### config.mk
export PLATFORM = sky130hd
export DESIGN_NAME = blinking_led
export DESIGN_NICKNAME = d
export VERILOG_FILES = /design/src/rtl/blinking_led.sv
export SDC_FILE = /design/constraint.sdc
export NUM_CORES = 1
export LEC_CHECK = 0
export CAP_MARGIN = 20
export CORE_UTILIZATION = 53
export CTS_BUF_LIST = sky130_fd_sc_hd__clkbuf_4
export CTS_CLUSTER_SIZE = 24
export DETAILED_ROUTE_END_ITERATION = 16
export PLACE_DENSITY = 0.8
export SLEW_MARGIN = 20
export SYNTH_ARGS = -nofsm -noshare
export SYNTH_HDL_FRONTEND = slang
export SYNTH_SLANG_ARGS = --single-unit
export TNS_END_PERCENT = 1
### constraint.sdc
create_clock -name clk -period 3.7 [get_ports clk]
set_input_delay 0.74 -clock clk [delete_from_list [all_inputs] [get_ports clk]]
set_output_delay 0.74 -clock clk [all_outputs]
set_load 0.05 [all_outputs]
### src/rtl/blinking_led.sv
// Free-running LED blinker: toggles led every HALF_PERIOD_CYCLES clocks.
// Define BLINKING_LED_RST_SYNC_EN to add a 2-flop reset release synchronizer.
module blinking_led #(
  parameter int unsigned HALF_PERIOD_CYCLES = 32'd50_000_000
) (
  input  logic clk,
  input  logic reset,
  output logic led
);

  localparam int unsigned CNT_W =
    (HALF_PERIOD_CYCLES > 32'd1) ? $clog2(HALF_PERIOD_CYCLES) : 1;
  localparam logic [CNT_W-1:0] CNT_MAX =
    CNT_W'(HALF_PERIOD_CYCLES - 32'd1);

  logic core_rst_n;

`ifdef BLINKING_LED_RST_SYNC_EN
  logic [1:0] rst_sync_q;
  logic [1:0] rst_sync_d;

  always_comb begin
    rst_sync_d = {rst_sync_q[0], 1'b1};
  end

  // assertion stays asynchronous, release is retimed to clk
  always_ff @(posedge clk or negedge reset) begin
    if (!reset) begin
      rst_sync_q <= 2'b00;
    end else begin
      rst_sync_q <= rst_sync_d;
    end
  end

  assign core_rst_n = rst_sync_q[1];
`else
  assign core_rst_n = reset;
`endif

  logic [CNT_W-1:0] cnt_q;
  logic [CNT_W-1:0] cnt_d;
  logic             led_q;
  logic             led_d;

  always_comb begin
    cnt_d = cnt_q + CNT_W'(1);
    led_d = led_q;
    if (cnt_q == CNT_MAX) begin
      cnt_d = '0;
      led_d = ~led_q;
    end
  end

  always_ff @(posedge clk or negedge core_rst_n) begin
    if (!core_rst_n) begin
      cnt_q <= '0;
      led_q <= 1'b0;
    end else begin
      cnt_q <= cnt_d;
      led_q <= led_d;
    end
  end

  assign led = led_q;

endmodule

# Word-level counts from Yosys, hierarchy flattened
# Cells that the tools add are included.
[word_totals]
word_cells = 6
regBits = 27
inputBits = 2
output_inout_bits = 1
[classes]
mux = 1
n_bitwise = 1
eq_ne = 1
addsub = 1
[op_table]
columns = ["operator", "n"]
rows = [
  ["adder 26 x 1 -> 26 bit, second input constant", 1],
  ["== test 26 bit, second input constant", 1],
  ["two-way mux 26 bit", 1],
  ["inverter 1 bit", 1],
]

# Depth between registers and ports, before layout
# Gate-level depths: netlist (run 1).
[logic_depth]
depth_word = 2
depth_mapped = 7

# Worst setup path after synthesis (run 1)
# No wires, ideal clock.
[synth_path]
path_type = "register -> register"
start = "register cnt_q[0]"
end = "register cnt_q[23]"
slack_ns = 1.982
setup_ns = 0.134
t_arrival_ns = 1.584
path_stages_with_launch = 8
path_buffers = 2
cell_sequence = "dfrtp_1 > ha_1 > and4_1 > clkbuf_2 > nand3_1 > nor4_4 > buf_6 > a21oi_1"
[synth_via]
elab_chain_cells = 2
[synth_rtl]
columns = ["item", "line", "rtl"]
rows = [
  ["start, declared", "40", "logic [CNT_W-1:0] cnt_q;"],
  ["start signal, assigned", "59", "cnt_q <= cnt_d;"],
  ["adder 26 x 1 -> 26 bit / == test 26 bit (equally long branches)", "46, 48", ""],
  ["two-way mux 26 bit *", "48", "if (cnt_q == CNT_MAX) begin"],
  ["via cnt_d[23]", "41", "logic [CNT_W-1:0] cnt_d;"],
]
# The timed path passes the listed nets; every way through them passes the cells marked *.
# A chain may end at the register's enable or synchronous reset.

# Worst setup path in the final report (run 1)
[layout_path]
start = "register led_q, in the netlist led"
end = "output port led"
[layout_lines]
columns = ["item", "line", "rtl"]
rows = [
  ["start, declared", "42", "logic led_q;"],
  ["start signal, assigned", "60", "led_q <= led_d;"],
  ["end, declared", "8", "output logic led"],
]
# No word-level cell between the ends.

==> flow_metrics.py, run 1 <==
metrics = {
    "critical_path": {
        "crit_chain": "clkdlybuf4s50_1",
        "crit_path_max_fanout": 2,
        "crit_required_ns": 2.96,
        "endpoint_kind": "output pin",
        "cp_num_buf_inv": 1,
        "criticalPathCategory": "register to output pin",
        "crit_path_start_kind": "register",
        "r2r.worst_path.cells": 5,
        "cpPeakStageDelay_ns": 0.81,
        "arrival_ns": 1.52,
        "rr_endpoint": "cnt_q[1]$_DFF_PN0_",
        "r2r-start": "cnt_q[0]$_DFF_PN0_",
        "cp_top_family": "buffers and inverters",
        "cp_slowest_cell": "clkdlybuf4s50_1",
        "ff2ff_setup_slack_ns": 1.49,
    },
    "timing": {
        "finalHoldViolCount": 0,
        "worstMarginPinSlew_ns": 0.882,
        "rsz0062_at_grt": "no",
        "slew_viol_final": 0,
        "period_minus_slack_ns": 2.26,
        "finalWorstSetupSlack_ns": 1.44,
        "fin_tns_setup_ns": 0,
        "skew_ns": 0.0101,
        "whs_ns": 0.485,
        "max_freq_ghz": 0.442,
        "relSlewSlack_pct": 40.8,
        "fin_crit_sh_pct": 61.1,
        "setup_viol": 0,
    },
    "floorplan": {
        "ios": 3,
        "num_rows": 17,
        "die_h_um": 52.5,
        "start_util_pct": 58.8,
        "die-width_um": 52.5,
        "core-area_mm2": 0.00230,
        "dieArea_mm2": 0.00276,
    },
    "grt": {
        "antenna_found_initial": 0,
        "overflow": 0,
        "grt_pass1_vias": 954,
        "grt_pass1_wl_um": 4300,
        "grt_max_degree": 28,
        "gr-usage-all-layers_pct": 21.8,
    },
    "hold_path": {
        "hold_depth": 1,
        "hold_path_class": "register to register",
        "min_to": "led$_DFFE_PN0N_",
        "holdCritStartpoint": "led$_DFFE_PN0N_",
    },
    "final_layout": {
        "diodes": 0,
        "drive_gt1_share_pct": 8.46,
        "area_growth_syn_to_layout_pct": 4.26,
        "final_nets": 134,
        "n_fill_cell": 188,
        "post-route-util_pct": 61.3,
    },
    "routing": {
        "wirelength_um": 2390,
        "vias": 989,
        "wl_per_cell_um": 15.1,
        "viasPerCell": 6.26,
        "drt_iter0_drc": 21,
        "drcViolationCount": 0,
        "drt_pass1_iterations": 4,
        "drtAntennaViolNets": 0,
    },
    "clocking": {
        "root_buffer": "clkbuf_4",
        "cts.repair.resized": 0,
        "path_clk_slew_ns": 0.14,
        "worstSkewPairLatency_ns": 0.32,
        "post-cts-setup-buffers": 0,
        "numClockSinks": 27,
        "holdBufCountCts": 0,
        "cts_inserted_buffers": 3,
        "cts_buffer_depth": 2,
        "h-tree-depth": 1,
        "cts_tree": "done",
    },
    "pwr": {
        "p_leak_uw": 0.000623,
        "vdd_drop_max_uv": 256,
        "p_per_area_mw_per_mm2": 307,
    },
    "yosys": {
        "synthFlopType": "dfrtp_1",
        "synth-edff-count": 0,
        "syn_area_per_cell_um2": 10.6,
        "seq_area_frac_synth_pct": 50.0,
        "yosys_warnings": 0,
        "netlist_area_mm2": 0.00135,
        "synthDistinctLibCells": 33,
        "synthArstFlopShare_pct": 100,
        "synth_seq_cells": 27,
        "synth_fp_nets": 130,
        "syn_inst": 127,
    },
    "placed_design": {
        "place_congestion": 0.808,
        "portBuffers": 2,
        "dpl.hpwl_um": 1690,
        "preCtsSetupSlack_ns": 1.51,
    },
    "job": {
        "maxCapViolCount": 0,
    },
    "run_status": {
        "outcome": "completed",
    },
}
[worst max-delay path by stage]
stage                       startpoint             endpoint  slack (ns)  depth (start not counted)
global route        cnt_q[0]$_DFF_PN0_   cnt_q[1]$_DFF_PN0_        1.29                          5
finish                 led$_DFFE_PN0N_                  led        1.44                          1
floorplan           cnt_q[0]$_DFF_PN0_  cnt_q[23]$_DFF_PN0_        1.98                          7
CTS                    led$_DFFE_PN0N_                  led        1.43                          1
detailed placement  cnt_q[0]$_DFF_PN0_   cnt_q[1]$_DFF_PN0_        1.51                          5
global placement    cnt_q[0]$_DFF_PN0_   cnt_q[1]$_DFF_PN0_        1.57                          5
[metrics by stage]
step | std cells | area (µm²) | power, µW
finish | 158 | 1410 | 432
global route | 158 | 1410 | 449
CTS | 158 | 1410 | 438
detailed placement | 154 | 1380 | 308
global placement | 154 | 1380 | 308
floorplan | 127 | 1350 | 301
[routing by layer]
layer / global-route usage, % / wire length (µm) / vias to the layer above
li1: - / - / 473
met1: 30.6 / 1210 / 497
met2: 33.8 / 1090 / 14
met3: 3.48 / 52 / 5
met4: 8.33 / 36 / 0
met5: 0 / 0 / -
[synthesized netlist by cell type (all sizes together), types with 2 or more instances]
cell	number	area share, %
nand2	11	3.1
xor2	11	7.1
o31ai	3	1.7
a21oi	8	3.0
nand4	6	3.2
and4	6	3.9
dfrtp	27	50
nor4	4	3.4
inv	2	0.56
or3	2	0.93
o21ai	2	0.74
xnor2	6	3.9
nand3	9	3.3
and3	3	1.5
buf	3	2.2
nor2	9	2.5
or4	3	1.7
o41ai	2	1.3
[flip-flops by register name (all words and copies together), names as in the netlist]
register / count
cnt_q: 26
led: 1
[cell type report]
type	instances	area [µm²]	area share [%]
clock buffers	4	30.0	2.13
inverters	2	7.51	0.533
multi-input cells	94	633	44.9
flip-flops and latches	27	676	48.0
well taps	28	35.0	2.49
repair buffers	3	27.5	1.95
[cell families after synthesis]
kind of cell / synth area share (%)
AND/OR/NAND/NOR: 27.6
XOR/XNOR: 11.0
AO/OA/AOI/OAI: 7.32
adder cells (fa/ha/maj): 0.926
flip-flops: 50.0
buffers and inverters: 3.15
[cells in the final DEF, fill, tap and decap left out, drive strengths merged, types with 2 or more instances in the layout]
cell type      count
nor2               9
and4               6
clkbuf             4
and3               3
nand4              6
xor2              11
or4                3
nor4               4
xnor2              6
dfrtp             27
o21ai              2
a21oi              8
clkdlybuf4s50      2
o41ai              2
or3                2
o31ai              3
nand2             11
nand3              9
inv                2
[where the power goes]
group	total [µW]	switching [µW]	internal [µW]
Combinational	7.05	5.43	1.61
Sequential	295	0	295
Clock	130	80.3	49.5
No activity file was read; power rests on OpenSTA's default activity.
==> inputs of run 2 (changes only) <==
clock period = 2.3 ns   (was 3.7 ns; I/O delays follow)
==> run 2 against run 1 <==
Effect of this change:
- critical path depth unchanged
- clock power up 61%
- clock-buffer cell count down 1
- sequential cell count unchanged
- clock skew up 0.015 ns
- core utilization up 0.22 points
- routed wire length up 2.6%
- via count down 0.10%
- combinational power up 63%
- register-to-register slack worse by 1.1 ns
- critical endpoint unchanged
- largest power group unchanged
==> flow_metrics.py, run 2 (synthesis gave the netlist of run 1 again) <==
metrics = {
    "run_status": {
        "outcome": "completed",
    },
    "placed_design": {
        "dpl.hpwl_um": 1770,
        "place_congestion": 0.821,
        "portBuffers": 2,
        "preCtsSetupSlack_ns": 0.367,
    },
    "clocking": {
        "cts_tree": "done",
        "cts_inserted_buffers": 3,
        "holdBufCountCts": 0,
        "path_clk_slew_ns": 0.16,
        "cts_buffer_depth": 2,
        "post-cts-setup-buffers": 0,
        "cts.repair.resized": 0,
        "h-tree-depth": 1,
        "worstSkewPairLatency_ns": 0.34,
        "numClockSinks": 27,
        "root_buffer": "clkbuf_4",
    },
    "critical_path": {
        "ff2ff_setup_slack_ns": 0.38,
        "r2r-start": "cnt_q[0]$_DFF_PN0_",
        "cp_slowest_cell": "clkdlybuf4s50_1",
        "arrival_ns": 1.55,
        "r2r.worst_path.cells": 6,
        "crit_end": "led",
        "crit_chain": "clkdlybuf4s50_1",
        "criticalPathCategory": "register to output pin",
        "crit_required_ns": 1.84,
        "rr_endpoint": "cnt_q[22]$_DFF_PN0_",
        "endpoint_kind": "output pin",
        "cp_top_family": "buffers and inverters",
        "crit_path_max_fanout": 2,
        "cpPeakStageDelay_ns": 0.81,
        "cp-startpoint": "led$_DFFE_PN0N_",
        "crit_path_start_kind": "register",
        "cp_num_buf_inv": 1,
        "worstSetupPathDepth": 1,
    },
    "timing": {
        "relSlewSlack_pct": 66.9,
        "worstMarginPinSlew_ns": 0.495,
        "finalWorstSetupSlack_ns": 0.294,
        "slew_viol_final": 0,
        "setup_viol": 0,
        "period_minus_slack_ns": 2.01,
        "whs_ns": 0.459,
        "max_freq_ghz": 0.498,
        "skew_ns": 0.0249,
        "fin_crit_sh_pct": 87.2,
        "finalHoldViolCount": 0,
        "fin_tns_setup_ns": 0,
        "rsz0062_at_grt": "no",
    },
    "routing": {
        "drt_pass1_iterations": 4,
        "drcViolationCount": 0,
        "wl_per_cell_um": 15.4,
        "highest_layer": "met4",
        "drtAntennaViolNets": 0,
        "viasPerCell": 6.21,
        "wl_met1_um": 1220,
        "wl_met3_um": 68,
        "vias": 988,
        "routed-wl-met2_um": 1110,
        "wirelength_um": 2450,
        "drt_iter0_drc": 28,
    },
    "grt": {
        "grt_pass1_wl_um": 4270,
        "grt_max_degree": 28,
        "antenna_found_initial": 0,
        "grt_pass1_vias": 989,
        "overflow": 0,
        "gr-usage-all-layers_pct": 21.5,
    },
    "hold_path": {
        "hold_path_class": "input port to asynchronous set/reset pin",
    },
    "pwr": {
        "p_sw_uw": 152,
        "vdd_drop_max_uv": 465,
        "seq_power_share_pct": 68.3,
        "power_uw": 695,
        "p_int_uw": 543,
        "comb_power_share_pct": 1.6,
        "clkPwrFrac_pct": 30.0,
        "p_leak_uw": 0.000627,
        "p_per_area_mw_per_mm2": 492,
        "sw_frac_of_total_pct": 21.9,
    },
    "floorplan": {
        "dieArea_mm2": 0.00276,
        "core-area_mm2": 0.00230,
        "die-width_um": 52.5,
        "start_util_pct": 58.8,
        "num_rows": 17,
        "ios": 3,
        "die_h_um": 52.5,
    },
    "job": {
        "maxCapViolCount": 0,
    },
    "final_layout": {
        "area_growth_syn_to_layout_pct": 4.63,
        "diodes": 0,
        "mostFrequentLayoutCells": "27 x dfrtp_1, 11 x nand2_1, 11 x xor2_1, 9 x nand3_1, 9 x nor2_1",
        "drive_gt1_share_pct": 9.16,
        "mostFrequentLayoutCell": "dfrtp_1",
        "final_nets": 135,
        "regMostFlops": "cnt_q",
        "largest_reg_flops": 26,
    },
}
==> run 2: changes by cell type in the layout (fill, tap and decap cells not counted), sizes merged <==
cell / before / now
buf: 1 / 2
clkbuf: 4 / 3
clkinv: 0 / 1
==> run 2: power by group through the flow <==
stage | Combinational, µW | Clock [µW] | Sequential, µW
after floorplan | 0.000251 | 0 | 484
after global placement | 12.0 | 0 | 484
after detailed placement | 12.3 | 0 | 484
after CTS | 12.3 | 209 | 475
after global routing | 14.0 | 224 | 475
final | 11.5 | 209 | 475
==> run 2: worst min-delay path by stage <==
stage | start | to
floorplan | reset | cnt_q[0]$_DFF_PN0_
global placement | cnt_q[0]$_DFF_PN0_ | cnt_q[0]$_DFF_PN0_
detailed placement | led$_DFFE_PN0N_ | led$_DFFE_PN0N_
CTS | reset | cnt_q[24]$_DFF_PN0_
global route | led$_DFFE_PN0N_ | led$_DFFE_PN0N_
finish | reset | cnt_q[12]$_DFF_PN0_
==> run 2: stage by stage <==
| step | cells | area [µm²] | util [%] |
|---|---|---|---|
| 2_1_floorplan | 127 | 1350 | - |
| 3_3_place_gp | 155 | 1390 | 60.3 |
| 3_5_place_dp | 155 | 1390 | 60.3 |
| 4_1_cts | 159 | 1410 | 61.5 |
| 5_1_grt | 159 | 1410 | 61.5 |
| 6_report | 159 | 1410 | 61.5 |
==> run 2: layer usage <==
| layer | GRT usage (%) | vias to the layer above |
|---|---|---|
| met5 | 0 | - |
| met3 | 2.90 | 5 |
| met2 | 35.0 | 15 |
| li1 | - | 474 |
| met4 | 9.65 | 0 |
| met1 | 28.2 | 494 |
==> run 2: area by class of cell <==
class | instances | area (µm²)
Tap cell | 28 | 35.0
Fill cell | 189 | 883
Clock buffer | 3 | 22.5
Multi-Input combinational cell | 94 | 633
Sequential cell | 27 | 676
Clock inverter | 1 | 5.00
Timing Repair Buffer | 4 | 35.0
Inverter | 2 | 7.51
